[src/rtl/foxtrot_rename_pkg.sv]
`default_nettype none
// ============================================================================
// Module   : foxtrot_rename_pkg
// Purpose  : Shared types and constants for the rename-recovery walk: walk
//            FSM states, architectural-register sentinels and the layout of
//            one ROB rename field.
// Revision : 1.0  initial release
// ============================================================================
package foxtrot_rename_pkg;

    // Walk controller states
    typedef enum logic [1:0] {
        WS_IDLE  = 2'd0,
        WS_WALK  = 2'd1,
        WS_DRAIN = 2'd2,
        WS_DONE  = 2'd3
    } walk_state_e;

    // ARN codes that never own a map-table entry
    localparam int unsigned ARN_INVALID = 62;
    localparam int unsigned ARN_ZERO    = 63;

    // Default geometry of a ROB rename field
    localparam int unsigned C_ROB_ARN_BITS = 6;
    localparam int unsigned C_ROB_PRN_BITS = 6;
    localparam int unsigned C_ROB_MAX_OPS  = 3;

    // Rename information stored per ROB entry
    typedef struct packed {
        logic [C_ROB_MAX_OPS-1:0]                     op_valid;
        logic [C_ROB_MAX_OPS-1:0][C_ROB_ARN_BITS-1:0] arn;
        logic [C_ROB_MAX_OPS-1:0][C_ROB_PRN_BITS-1:0] old_prn;
        logic [C_ROB_MAX_OPS-1:0][C_ROB_PRN_BITS-1:0] new_prn;
    } rob_rename_t;

    // True when an ARN names a real, mappable register
    function automatic logic arn_is_real(input logic [31:0] arn);
        return (arn != ARN_INVALID) && (arn != ARN_ZERO);
    endfunction

endpackage
`default_nettype wire

[src/rtl/rename_walk_ctrl.sv]
`default_nettype none
// ============================================================================
// Module   : rename_walk_ctrl
// Purpose  : On a squash, walks the ROB from the youngest entry backwards,
//            restoring the rename map with the overwritten mappings and
//            returning the speculatively allocated PRNs to the free list.
//            Optional: define RENAME_WALK_STATS_EN to add a saturating
//            walk_cycles counter of stalled cycles.
// Revision : 1.0  initial release
// ============================================================================
module rename_walk_ctrl
    import foxtrot_rename_pkg::*;
#(
    parameter int ARN_BITS     = 6,
    parameter int PRN_BITS     = 6,
    parameter int MAX_OPERANDS = 3,
    parameter int ROB_BITS     = 5
) (
    input  logic                                   clk,
    input  logic                                   rst,
    input  logic                                   flush_valid,
    input  logic [ROB_BITS-1:0]                    flush_head,
    input  logic [ROB_BITS:0]                      flush_count,
    output logic                                   walk_rd_en,
    output logic [ROB_BITS-1:0]                    walk_rd_idx,
    input  logic [MAX_OPERANDS-1:0]                walk_rd_op_valid,
    input  logic [MAX_OPERANDS-1:0][ARN_BITS-1:0]  walk_rd_arn,
    input  logic [MAX_OPERANDS-1:0][PRN_BITS-1:0]  walk_rd_old_prn,
    input  logic [MAX_OPERANDS-1:0][PRN_BITS-1:0]  walk_rd_new_prn,
    output logic [MAX_OPERANDS-1:0]                restore_valid,
    output logic [MAX_OPERANDS-1:0][ARN_BITS-1:0]  restore_arn,
    output logic [MAX_OPERANDS-1:0][PRN_BITS-1:0]  restore_prn,
    output logic [MAX_OPERANDS-1:0]                free_valid,
    output logic [MAX_OPERANDS-1:0][PRN_BITS-1:0]  free_prns,
    output logic                                   rename_stall,
    output logic                                   walk_done
`ifdef RENAME_WALK_STATS_EN
    ,
    output logic [15:0]                            walk_cycles
`endif
);

    walk_state_e               r_state;
    walk_state_e               w_state_nxt;
    logic [ROB_BITS-1:0]       r_idx;
    logic [ROB_BITS-1:0]       w_idx_nxt;
    logic [ROB_BITS:0]         r_count;
    logic [ROB_BITS:0]         w_count_nxt;
    logic                      r_rd_pend;
    logic [MAX_OPERANDS-1:0]   w_live;

    // State, walk pointer, remaining count and read-pending flag
    always_ff @(posedge clk) begin
        if (rst) begin
            r_state   <= WS_IDLE;
            r_idx     <= '0;
            r_count   <= '0;
            r_rd_pend <= 1'b0;
        end else begin
            r_state   <= w_state_nxt;
            r_idx     <= w_idx_nxt;
            r_count   <= w_count_nxt;
            r_rd_pend <= (r_state == WS_WALK);
        end
    end

    // Next-state logic: one ROB read per WALK cycle, moving toward older entries
    always_comb begin
        w_state_nxt = r_state;
        w_idx_nxt   = r_idx;
        w_count_nxt = r_count;
        case (r_state)
            WS_IDLE: begin
                if (flush_valid) begin
                    if (flush_count == '0) begin
                        w_state_nxt = WS_DONE;
                    end else begin
                        w_state_nxt = WS_WALK;
                        w_idx_nxt   = flush_head;
                        w_count_nxt = flush_count;
                    end
                end
            end
            WS_WALK: begin
                // Natural modulo wrap takes index 0 to the top of the ROB
                w_idx_nxt   = r_idx - ROB_BITS'(1);
                w_count_nxt = r_count - (ROB_BITS+1)'(1);
                if (r_count == (ROB_BITS+1)'(1)) begin
                    w_state_nxt = WS_DRAIN;
                end
            end
            // DRAIN covers the return cycle of the final read
            WS_DRAIN: w_state_nxt = WS_DONE;
            WS_DONE:  w_state_nxt = WS_IDLE;
            default:  w_state_nxt = WS_IDLE;
        endcase
    end

    // Read strobe and status outputs decoded from the state
    always_comb begin
        walk_rd_en   = (r_state == WS_WALK);
        // Index is masked outside WALK so idle outputs stay at zero
        walk_rd_idx  = (r_state == WS_WALK) ? r_idx : '0;
        rename_stall = (r_state != WS_IDLE);
        walk_done    = (r_state == WS_DONE);
    end

    // Return-cycle decode: restore old mappings and free new PRNs for live slots
    always_comb begin
        w_live        = '0;
        restore_valid = '0;
        restore_arn   = '0;
        restore_prn   = '0;
        free_valid    = '0;
        free_prns     = '0;
        for (int i = 0; i < MAX_OPERANDS; i++) begin
            w_live[i] = r_rd_pend && walk_rd_op_valid[i] &&
                        arn_is_real(32'(walk_rd_arn[i]));
        end
        for (int i = 0; i < MAX_OPERANDS; i++) begin
            if (w_live[i]) begin
                free_valid[i]    = 1'b1;
                free_prns[i]     = walk_rd_new_prn[i];
                restore_valid[i] = 1'b1;
                // A lower slot already writing this ARN carries the oldest mapping
                for (int j = 0; j < i; j++) begin
                    if (w_live[j] && (walk_rd_arn[j] == walk_rd_arn[i])) begin
                        restore_valid[i] = 1'b0;
                    end
                end
                if (restore_valid[i]) begin
                    restore_arn[i] = walk_rd_arn[i];
                    restore_prn[i] = walk_rd_old_prn[i];
                end
            end
        end
    end

`ifdef RENAME_WALK_STATS_EN
    logic [15:0] r_walk_cycles;

    // Saturating count of cycles spent with renaming blocked
    always_ff @(posedge clk) begin
        if (rst) begin
            r_walk_cycles <= '0;
        end else if (rename_stall && (r_walk_cycles != 16'hFFFF)) begin
            r_walk_cycles <= r_walk_cycles + 16'd1;
        end
    end

    assign walk_cycles = r_walk_cycles;
`endif

endmodule
`default_nettype wire

[config.mk]
export PLATFORM = sky130hd
export DESIGN_NAME = rename_walk_ctrl
export DESIGN_NICKNAME = d
export VERILOG_FILES = /design/src/rtl/foxtrot_rename_pkg.sv /design/src/rtl/rename_walk_ctrl.sv
export SDC_FILE = /design/constraint.sdc
export NUM_CORES = 1
export LEC_CHECK = 0
export BUFFER_PORTS_ARGS = -buffer_cell sky130_fd_sc_hd__buf_4
export CAP_MARGIN = 20
export CORE_MARGIN = 10
export CORE_UTILIZATION = 36
export CTS_BUF_LIST = sky130_fd_sc_hd__clkbuf_4
export DETAILED_ROUTE_END_ITERATION = 10
export PLACE_DENSITY = 0.8
export SLEW_MARGIN = 20
export SYNTH_ARGS = -nofsm -noshare
export SYNTH_HDL_FRONTEND = slang
export SYNTH_SLANG_ARGS = --single-unit
export TNS_END_PERCENT = 5
[constraint.sdc]
create_clock -name clk -period 1.75 [get_ports clk]
set_clock_uncertainty 0.15 [all_clocks]
set_input_delay 0.0875 -clock clk [delete_from_list [all_inputs] [get_ports clk]]
set_output_delay 0.0875 -clock clk [all_outputs]
set_load 0.005 [all_outputs]
==> results of run 1 <==
layer usage:
layer  track usage [%]  up-vias  wire length [um]
met5                 0        -                 0
met1              19.2      942              2860
met3              5.52        8               710
li1                  -     1052                 -
met4              4.27        0               130
met2              33.1      105              3880
layout by cell type (no fill, tap or decap), types with 6 or more instances in the layout:
| cell type | n |
|---|---|
| nand2b_1 | 7 |
| nor2_1 | 16 |
| xor2_1 | 8 |
| buf_4 | 152 |
| o32ai_1 | 7 |
| and2_1 | 45 |
| nor3b_2 | 9 |
| nand2_1 | 6 |
| a21oi_1 | 13 |
| xnor2_1 | 10 |
| inv_1 | 7 |
| dfxtp_1 | 12 |
| ha_1 | 7 |
path summary, 6_finish.rpt:
kind,startpoint,end,slack [ps]
worst min register to register,r_idx[4],r_idx[4],360
worst max-delay path,r_rd_pend,restore_prn[17],-9
worst max register to register,r_count[5],r_state[0],80
worst min-delay path,flush_head[2],r_idx[2],40
worst min-delay path: stages:
cell	delay, ps
buf_4	110
a21oi_1	140
o32ai_1	80
registers in the layout, indices dropped and copies added, names as in the netlist:
name       cells
r_count        6
r_idx          5
r_rd_pend      1
r_state        2
cell type report:
type	instances	area, sq um
Fill cell	362	1430
Multi-Input combinational cell	180	1330
Timing Repair Buffer	155	1180
Sequential cell	14	283
Tap cell	52	65.1
Inverter	10	40.0
Clock buffer	3	22.5
Clock inverter	1	3.75
what timing repair did:
item,in CTS,in global routing
pin swaps,1,4
resized for setup,7,18
setup endpoints to repair,37,40
hold buffers,1,0
hold endpoints to repair,7,0
buffers inserted,0,0
cloned,1,0
cells by family after synthesis:
group | after synthesis | share of synthesized area [%]
and+or+nand+nor | 111 | 40.6
DFF | 14 | 17.4
buffers and inverters | 21 | 5.13
xor gates and xnor gates | 18 | 9.79
AOI/OAI and AO/OA | 43 | 20.8
adders and majority gates | 8 | 6.22
metrics by stage:
stage                     hold WS [ps]  cells  setup TNS (ps)
after global routing              35.5    415           -1540
final                             39.8    415           -24.1
after global placement             251    409            -544
after detailed placement           261    409            -700
after CTS                         35.9    415               0
after floorplan                    124    215               0
where the power goes:
group          switching (mW)  leakage (nW)  internal, mW
clock                   0.105        0.0154        0.0825
sequential              0.115         0.116         0.457
combinational           0.996          1.30          1.01
total                    1.22          1.43          1.55
==> results_tabular.tex, run 1 <==
\begin{tabular}{lr}
\hline
Metric & Value \\
\hline
\multicolumn{2}{l}{\textbf{Routing}} \\
\quad Drt initial violations & 85 \\
\quad Final wirelength & 7.58 mm \\
\quad Drt pass-1 iters & 4 \\
\quad Total DRC errors in the routed layout & 0 \\
\quad Final antenna-violating net count & 0 \\
\quad Wirelength per Cell & 18.3 um \\
\quad Via/cell ratio & 5.08 \\
\quad Total via count in the routed design & 2,107 \\
\multicolumn{2}{l}{\textbf{Job}} \\
\quad Maximum Capacitance Violations & 0 \\
\multicolumn{2}{l}{\textbf{Setup path}} \\
\quad Delay of the slowest critical-path stage & 360 ps \\
\quad Cell family contributing the most delay on the critical path & buffers and inverters \\
\quad Reg2Reg Depth & 4 \\
\quad Worst path bufs/invs & 2 \\
\quad Type of element capturing the critical path & output port \\
\quad Startpoint class of the critical path & flop \\
\quad Crit Path Max Fanout & 7 \\
\quad WP depth & 5 \\
\quad WP data required & 1510 ps \\
\quad Type of the worst setup path & reg -> out \\
\quad CP max stage cell & dfxtp\_2 \\
\quad Chain of cells forming the critical path & o211ai\_1, nor4\_2, buf\_4, nor3b\_1, buf\_4 \\
\quad Most used cell, CP & buf\_4 \\
\quad Arr. time, crit path & 1520 ps \\
\multicolumn{2}{l}{\textbf{Synthesis}} \\
\quad Synthesized flop and latch total & 14 \\
\quad Most common cell in the netlist & and2\_1 \\
\quad Net Count, Synth & 294 \\
\quad Area fraction of the dominant cell type after synthesis & 17.5\% \\
\quad Largest area contributor in the netlist & and2\_1 \\
\quad Avg Inst Size Synth & 7.49 sq um \\
\quad Synth async-reset ratio & 0\% \\
\quad Seq/Total Area, Yosys & 17.4\% \\
\quad Synth cell types & 37 \\
\quad Number of flops mapped to enable cells by yosys & 0 \\
\quad Syn Inst Count & 215 \\
\quad Cell types occupying the most area after synthesis & and2\_1 (17\%), dfxtp\_1 (17\%), nor3b\_1 (6.5\%) \\
\quad Post-synthesis instance area & 0.00161 sq mm \\
\quad Synth Warn \# & 0 \\
\quad Top cells by instance count after synthesis & and2\_1 (45), nor2\_1 (17), dfxtp\_1 (14), nor3b\_1 (14), a21oi\_1 (13) \\
\quad Predominant post-synthesis flop cell & dfxtp\_1 \\
\multicolumn{2}{l}{\textbf{Floorplan}} \\
\quad Area of the core & 0.00435 sq mm \\
\quad Die X-Extent & 86.9 um \\
\quad Floorplan die area & 0.00755 sq mm \\
\quad Starting utilization of the core area & 37.0\% \\
\quad Floorplan row count & 24 \\
\quad IO Pins & 139 \\
\quad Y dimension of the die & 86.9 um \\
\multicolumn{2}{l}{\textbf{Global route}} \\
\quad Wire length of the first global-routing pass & 11.1 mm \\
\quad GR Overflow Total & 0 \\
\quad Number of antenna violations at the first check in global routing & 0 \\
\quad Combined global-route utilization of all metal layers & 17.9\% \\
\quad Via count of the first global-routing pass & 2,108 \\
\quad Maximum number of pins on one net before global-route repair & 23 \\
\multicolumn{2}{l}{\textbf{STA}} \\
\quad Unrepaired setup endpoints after global routing & yes \\
\quad Post-route minimum period & 1760 ps \\
\quad Part of the cycle the worst path needs & 100\% \\
\quad Achievable frequency & 569 MHz \\
\quad Final Hold Viols & 0 \\
\quad Final worst slack & -8.70 ps \\
\quad Slew Limit Fails & 0 \\
\quad Tightest Pin Transition & 446 ps \\
\quad Count of endpoints failing setup in the final report & 6 \\
\quad Worst slew margin & 70.0\% \\
\multicolumn{2}{l}{\textbf{Clock network}} \\
\quad CTS tree & yes \\
\quad Largest buffer count on any clock path & 2 \\
\quad TritonCTS buffer count & 3 \\
\quad Worst-path clk slew & 90 ps \\
\quad Later-pin clock latency in the skew report & 270 ps \\
\quad Htree depth & 1 \\
\quad Cell at the root of the clock tree & clkbuf\_4 \\
\quad Clock Sink Count & 14 \\
\multicolumn{2}{l}{\textbf{Cells and area}} \\
\quad Post-Layout Inst Area & 0.00293 sq mm \\
\quad Final-stage net count & 443 \\
\quad Post-layout util & 67.2\% \\
\quad Ant diodes & 0 \\
\quad Growth of design area from synthesis to finish & 81.7\% \\
\quad Layout cell share with drive strength beyond 1 & 51.0\% \\
\multicolumn{2}{l}{\textbf{Placement}} \\
\quad IO buf count & 138 \\
\quad Worst Setup Slack post-DPL & -80.0 ps \\
\quad Weighted congestion reported at the end of routability-driven placement & 0.910 \\
\quad Dpl hpwl & 6.35 mm \\
\quad Placed standard-cell area & 0.00280 sq mm \\
\multicolumn{2}{l}{\textbf{Pwr}} \\
\quad Power density normalized to cell area & 945 mW/mm\^{}2 \\
\quad Total Power Consumption & 2.76 mW \\
\quad Static Leakage & 1.43 nW \\
\quad Max VDD drop & 0.000678 V \\
\multicolumn{2}{l}{\textbf{Worst hold path}} \\
\quad Kind of path behind the tightest hold check & in -> reg \\
\quad Number of stages on the worst hold path & 3 \\
\multicolumn{2}{l}{\textbf{Status}} \\
\quad Result of the run & complete, but fails checks \\
\quad Violated checks & setup timing \\
\hline
\end{tabular}
(Power assumes the default switching activity.)
==> run 2: changes to the inputs <==
--- a/config.mk
+++ b/config.mk
@@ -5,7 +5,7 @@
 export SDC_FILE = /design/constraint.sdc
 export NUM_CORES = 1
 export LEC_CHECK = 0
-export BUFFER_PORTS_ARGS = -buffer_cell sky130_fd_sc_hd__buf_4
+export BUFFER_PORTS_ARGS = -buffer_cell sky130_fd_sc_hd__buf_2
 export CAP_MARGIN = 20
 export CORE_MARGIN = 10
 export CORE_UTILIZATION = 36
==> run 2 against run 1 <==
Against the previous run:
- the flow still finishes with violations (setup timing)
- count of clock-buffer cells in the layout stayed put
- fmax is 1.4% lower
- critical path depth is 1 higher
- register-to-register slack worse by 30 ps
- largest cell class unchanged
==> results_tabular.tex, run 2 (synthesized netlist as in run 1, its figures left out) <==
\begin{tabular}{lr}
\hline
Metric & Value \\
\hline
\multicolumn{2}{l}{\textbf{STA}} \\
\quad Post-route minimum period & 1780 ps \\
\quad Unrepaired setup endpoints after global routing & yes \\
\quad Setup\_tns & -194 ps \\
\quad Worst slew margin & 75.4\% \\
\quad Part of the cycle the worst path needs & 102\% \\
\quad Final Hold Viols & 0 \\
\quad Achievable frequency & 561 MHz \\
\quad Tightest Pin Transition & 368 ps \\
\quad Slew Limit Fails & 0 \\
\quad Post-route worst hold slack & 9.55 ps \\
\quad Final worst slack & -33.1 ps \\
\quad Count of endpoints failing setup in the final report & 11 \\
\multicolumn{2}{l}{\textbf{Floorplan}} \\
\quad Floorplan row count & 24 \\
\quad Floorplan die area & 0.00755 sq mm \\
\quad Die X-Extent & 86.9 um \\
\quad Starting utilization of the core area & 37.0\% \\
\quad IO Pins & 139 \\
\quad Y dimension of the die & 86.9 um \\
\quad Area of the core & 0.00435 sq mm \\
\multicolumn{2}{l}{\textbf{Pwr}} \\
\quad Static Leakage & 1.37 nW \\
\quad Total Power Consumption & 2.64 mW \\
\quad Max VDD drop & 0.000818 V \\
\quad Power density normalized to cell area & 1020 mW/mm\^{}2 \\
\multicolumn{2}{l}{\textbf{Placement}} \\
\quad Worst Setup Slack post-DPL & -88.4 ps \\
\quad IO buf count & 138 \\
\quad Placed standard-cell area & 0.00244 sq mm \\
\quad Dpl hpwl & 5.85 mm \\
\quad Weighted congestion reported at the end of routability-driven placement & 0.881 \\
\multicolumn{2}{l}{\textbf{Cells and area}} \\
\quad Growth of design area from synthesis to finish & 60.7\% \\
\quad Most frequent cells in the layout & buf\_2 (138), and2\_1 (45), nor2\_1 (16), a21oi\_1 (13), dfxtp\_1 (13) \\
\quad Final-stage net count & 441 \\
\quad Leading registers by flop count & r\_count: 6 flops, r\_idx: 5 flops, r\_state: 2 flops \\
\quad Filler cell count in the final layout & 384 \\
\quad Layout cell share with drive strength beyond 1 & 50.1\% \\
\quad Number of flip-flops under the largest register name & 6 \\
\quad Ant diodes & 0 \\
\quad Most common cell after layout, fill and taps aside & buf\_2 \\
\quad Largest register by flop count & r\_count \\
\quad Post-Layout Inst Area & 0.00259 sq mm \\
\multicolumn{2}{l}{\textbf{Global route}} \\
\quad Maximum number of pins on one net before global-route repair & 26 \\
\quad Via count of the first global-routing pass & 2,034 \\
\quad Combined global-route utilization of all metal layers & 16.4\% \\
\quad GR Overflow Total & 0 \\
\quad Wire length of the first global-routing pass & 10.2 mm \\
\quad Number of antenna violations at the first check in global routing & 0 \\
\multicolumn{2}{l}{\textbf{Worst hold path}} \\
\quad Kind of path behind the tightest hold check & in -> reg \\
\multicolumn{2}{l}{\textbf{Clock network}} \\
\quad Later-pin clock latency in the skew report & 290 ps \\
\quad Number of setup buffers added after CTS & 0 \\
\quad Htree depth & 1 \\
\quad TritonCTS buffer count & 3 \\
\quad CTS tree & yes \\
\quad Cell at the root of the clock tree & clkbuf\_4 \\
\quad Worst-path clk slew & 100 ps \\
\quad Largest buffer count on any clock path & 2 \\
\quad Clock Sink Count & 14 \\
\multicolumn{2}{l}{\textbf{Routing}} \\
\quad Final wirelength & 7.19 mm \\
\quad Total via count in the routed design & 2,140 \\
\quad Drt pass-1 iters & 4 \\
\quad Total DRC errors in the routed layout & 0 \\
\quad Via/cell ratio & 5.18 \\
\quad Wirelength per Cell & 17.4 um \\
\quad Final antenna-violating net count & 0 \\
\quad Drt initial violations & 55 \\
\multicolumn{2}{l}{\textbf{Setup path}} \\
\quad Chain of cells forming the critical path & nand2\_1, a31oi\_4, o31ai\_2, buf\_4, nor3b\_1, buf\_2 \\
\quad Crit Path Max Fanout & 7 \\
\quad Type of the worst setup path & reg -> out \\
\quad Startpoint class of the critical path & flop \\
\quad Delay of the slowest critical-path stage & 380 ps \\
\quad Arr. time, crit path & 1550 ps \\
\quad Worst reg2reg setup slack & 50 ps \\
\quad WP data required & 1510 ps \\
\quad CP max stage cell & dfxtp\_2 \\
\quad Type of element capturing the critical path & output port \\
\multicolumn{2}{l}{\textbf{Status}} \\
\quad Result of the run & complete, but fails checks \\
\quad Violated checks & setup timing \\
\multicolumn{2}{l}{\textbf{Job}} \\
\quad Maximum Capacitance Violations & 0 \\
\hline
\end{tabular}
-- run 2: final timing paths --
path | from | cells after the start | endpoint
hold reg to reg | r_idx[4] | 2 | r_idx[4]
setup / recovery | r_rd_pend | 6 | restore_prn[14]
hold / removal | flush_head[0] | 3 | r_idx[0]
setup reg to reg | r_state[0] | 6 | r_idx[1]
-- run 2: final cells by class --
class,count,area [sq um],share of cell area (%)
Timing Repair Buffer,153,831,32.1
Sequential cell,14,282,10.9
Clock inverter,1,3.75,0.145
Clock buffer,3,22.5,0.870
Tap cell,52,65.1,2.51
Multi-Input combinational cell,180,1350,52.0
Inverter,10,38.8,1.50
-- run 2: worst max-delay path, delay by kind of cell (launching register included) --
| family | cells | cell delay, ps |
|---|---|---|
| simple gates | 2 | 280 |
| flops | 1 | 380 |
| buf+inv | 2 | 330 |
| compound gates | 2 | 270 |
-- run 2: per-stage QoR --
| stage | util [%] | instances |
|---|---|---|
| after floorplan | - | 215 |
| after global placement | 56.1 | 406 |
| after detailed placement | 56.1 | 406 |
| after CTS | 57.3 | 412 |
| after global routing | 59.4 | 413 |
| final | 59.4 | 413 |
-- run 2: metal layers --
metal	part of all wire [%]	vias up	track usage (%)	wire, um
met3	9.7	9	5.15	699
met1	35	984	15.6	2530
met4	0.97	0	3.53	70
li1	-	1050	-	-
met5	0	-	0	0
met2	54	97	32.8	3890
-- run 2: power by group --
part | leakage (nW) | internal, mW | total [mW] | switching [mW]
clock | 0.0154 | 0.0830 | 0.204 | 0.121
sequential | 0.116 | 0.455 | 0.583 | 0.128
combinational | 1.24 | 0.885 | 1.85 | 0.969
total | 1.37 | 1.42 | 2.64 | 1.22
-- run 2: what timing repair did --
action                                  4_1_cts  5_1_grt
gates cloned                                  1        1
hold endpoints to repair                      1        0
hold buffers                                  1        0
pin swaps                                     1        3
endpoints found under the setup margin       19       29
gates resized for setup                       5       21
==> run 3: changes to the inputs <==
--- a/config.mk
+++ b/config.mk
@@ -8,10 +8,10 @@
 export BUFFER_PORTS_ARGS = -buffer_cell sky130_fd_sc_hd__buf_2
 export CAP_MARGIN = 20
 export CORE_MARGIN = 10
-export CORE_UTILIZATION = 36
-export CTS_BUF_LIST = sky130_fd_sc_hd__clkbuf_4
+export CORE_UTILIZATION = 35
+export CTS_CLUSTER_SIZE = 14
 export DETAILED_ROUTE_END_ITERATION = 10
-export PLACE_DENSITY = 0.8
+export PLACE_DENSITY = 0.78
 export SLEW_MARGIN = 20
 export SYNTH_ARGS = -nofsm -noshare
 export SYNTH_HDL_FRONTEND = slang
==> constraint.sdc (replaced) <==
create_clock -name clk -period 1.6 [get_ports clk]
set_clock_uncertainty 0.15 [all_clocks]
set_input_delay 0.08 -clock clk [delete_from_list [all_inputs] [get_ports clk]]
set_output_delay 0.08 -clock clk [all_outputs]
set_load 0.005 [all_outputs]
==> run 3 against run 2 <==
Against the previous run:
- the flow still finishes with violations (setup timing)
- worst setup slack worse by 81 ps
- non-clock buffer count up 16
- count of clock-buffer cells in the layout rose by 1
- first-iteration DRC count increased by 96%
- clock power grew 75%
- critical endpoint is now restore_arn[16]
- largest cell class unchanged
==> results_tabular.tex, run 3 (synthesized netlist as in run 1, its figures left out) <==
\begin{tabular}{lr}
\hline
Metric & Value \\
\hline
\multicolumn{2}{l}{\textbf{Floorplan}} \\
\quad Die X-Extent & 87.8 um \\
\quad Area of the core & 0.00441 sq mm \\
\quad Starting utilization of the core area & 36.5\% \\
\quad Floorplan die area & 0.00771 sq mm \\
\quad IO Pins & 139 \\
\quad Y dimension of the die & 87.8 um \\
\quad Floorplan row count & 24 \\
\multicolumn{2}{l}{\textbf{Setup path}} \\
\quad Delay of the slowest critical-path stage & 350 ps \\
\quad Crit Path Max Fanout & 7 \\
\quad Arr. time, crit path & 1480 ps \\
\quad Startpoint class of the critical path & flop \\
\quad WP data required & 1370 ps \\
\quad Chain of cells forming the critical path & nand2\_1, a31oi\_4, o31ai\_4, buf\_6, nor3b\_1, buf\_2 \\
\quad Type of the worst setup path & reg -> out \\
\quad CP max stage cell & dfxtp\_2 \\
\quad Type of element capturing the critical path & output port \\
\multicolumn{2}{l}{\textbf{Pwr}} \\
\quad P\_sw & 1.58 mW \\
\quad Clock group share of total power & 10.1\% \\
\quad Comb pwr share & 71.3\% \\
\quad Fraction of power spent switching nets & 44.6\% \\
\quad Sequential group share of total power & 18.6\% \\
\quad Int Power & 1.96 mW \\
\quad Static Leakage & 1.49 nW \\
\quad Max VDD drop & 0.00150 V \\
\quad Power density normalized to cell area & 1210 mW/mm\^{}2 \\
\multicolumn{2}{l}{\textbf{Global route}} \\
\quad Combined global-route utilization of all metal layers & 17.8\% \\
\quad GR Overflow Total & 0 \\
\quad Maximum number of pins on one net before global-route repair & 22 \\
\quad GRT met1 Usage & 19.1\% \\
\quad Met2 capacity usage during global routing & 34.1\% \\
\quad Wire length of the first global-routing pass & 11.5 mm \\
\quad Via count of the first global-routing pass & 2,225 \\
\quad Met3 demand-to-capacity share in global routing & 4.18\% \\
\quad GRT Max-Usage Layer & met2 \\
\quad Number of antenna violations at the first check in global routing & 1 \\
\multicolumn{2}{l}{\textbf{Cells and area}} \\
\quad Largest register by flop count & r\_count \\
\quad Leading registers by flop count & r\_count: 6 flops, r\_idx: 5 flops, r\_state: 2 flops \\
\quad Growth of design area from synthesis to finish & 80.9\% \\
\quad Final instance count without filler cells & 431 \\
\quad Number of flip-flops under the largest register name & 6 \\
\quad Final-stage net count & 458 \\
\quad Most frequent cells in the layout & buf\_2 (135), and2\_1 (41), buf\_4 (24), nor2\_1 (15), a21oi\_1 (12) \\
\quad Layout cell share with drive strength beyond 1 & 57.9\% \\
\quad Most common cell after layout, fill and taps aside & buf\_2 \\
\multicolumn{2}{l}{\textbf{STA}} \\
\quad Tightest Pin Transition & 470 ps \\
\quad Setup\_tns & -1550 ps \\
\quad Part of the cycle the worst path needs & 107\% \\
\quad Post-route minimum period & 1710 ps \\
\quad Final worst slack & -115 ps \\
\quad Slew Limit Fails & 0 \\
\quad Worst slew margin & 68.4\% \\
\quad Unrepaired setup endpoints after global routing & yes \\
\quad Count of endpoints failing setup in the final report & 24 \\
\quad Final Hold Viols & 0 \\
\quad Achievable frequency & 583 MHz \\
\multicolumn{2}{l}{\textbf{Routing}} \\
\quad Total via count in the routed design & 2,286 \\
\quad Total DRC errors in the routed layout & 0 \\
\quad Final wirelength & 8.04 mm \\
\quad Drt initial violations & 108 \\
\quad Final antenna-violating net count & 0 \\
\quad Drt pass-1 iters & 4 \\
\quad Via/cell ratio & 5.30 \\
\quad Wirelength per Cell & 18.6 um \\
\multicolumn{2}{l}{\textbf{Clock network}} \\
\quad Cell at the root of the clock tree & clkbuf\_8 \\
\quad Number of buffers inserted for hold repair after clock tree synthesis & 0 \\
\quad TritonCTS buffer count & 3 \\
\quad Worst-path clk slew & 70 ps \\
\quad Htree depth & 1 \\
\quad Clock Sink Count & 14 \\
\quad Largest buffer count on any clock path & 2 \\
\quad Later-pin clock latency in the skew report & 250 ps \\
\quad CTS tree & yes \\
\multicolumn{2}{l}{\textbf{Status}} \\
\quad Violated checks & setup timing \\
\quad Result of the run & complete, but fails checks \\
\multicolumn{2}{l}{\textbf{Placement}} \\
\quad Placed Cells incl. Taps & 420 \\
\quad IO buf count & 138 \\
\quad Dpl hpwl & 6.04 mm \\
\quad Weighted congestion reported at the end of routability-driven placement & 0.855 \\
\multicolumn{2}{l}{\textbf{Worst hold path}} \\
\quad Kind of path behind the tightest hold check & in -> reg \\
\multicolumn{2}{l}{\textbf{Job}} \\
\quad Maximum Capacitance Violations & 0 \\
\hline
\end{tabular}
run 3: worst max-delay path, delay by kind of cell (launching register included):
kind                   cells  cell delay (ps)
AOI/OAI and AO/OA          2              320
buffers and inverters      2              300
DFF                        1              350
and+or+nand+nor            2              270
run 3: timing repair:
item | 4_1_cts | 5_1_grt
buffers inserted | 2 | 1
resized for setup | 28 | 29
pin swaps | 4 | 6
setup endpoints to repair | 43 | 65
gates cloned | 3 | 0
run 3: final cells by class:
class	instances	area [sq um]
sequential	14	287
tap	52	65.1
timing repair buffer	169	986
multi-input combinational	181	1470
clock buffer	4	55.1
fill	338	1500
inverter	10	47.5
antenna	1	2.50
run 3: power by group through the flow:
stage / combinational, mW / sequential [mW] / clock [mW]
CTS: 2.27 / 0.628 / 0.354
global route: 2.76 / 0.672 / 0.382
global placement: 2.08 / 0.605 / 0
detailed placement: 2.11 / 0.612 / 0
finish: 2.52 / 0.659 / 0.356
floorplan: 1.27 / 0.594 / 0
run 3: path summary, 6_finish.rpt:
| kind | start | endpoint | slack (ps) | cells after the start |
|---|---|---|---|---|
| worst max-delay path | r_rd_pend | restore_arn[16] | -110 | 6 |
| worst min-delay path | flush_head[0] | r_idx[0] | 60 | 3 |
| worst max register to register | r_count[5] | r_state[1] | 30 | 4 |
| worst min register to register | r_idx[4] | r_idx[4] | 350 | 2 |
run 3: layer usage:
layer | part of all wire, % | vias up
met5 | 0 | -
met4 | 2.3 | 0
met3 | 11 | 16
met2 | 52 | 125
met1 | 35 | 1057
li1 | - | 1088
run 3: per-stage QoR:
step           setup WS, ps  power, mW  instance area [sq um]  hold WS (ps)  utilization [%]
3_5_place_dp           -241       2.72                   2570           279             58.1
6_report               -115       3.53                   2910          61.5             66.0
3_3_place_gp           -205       2.68                   2570           280             58.1
2_1_floorplan         -3.78       1.86                   1630           116                -
5_1_grt                -182       3.81                   2910          92.5             66.0
4_1_cts               -75.3       3.26                   2780          45.4             62.9
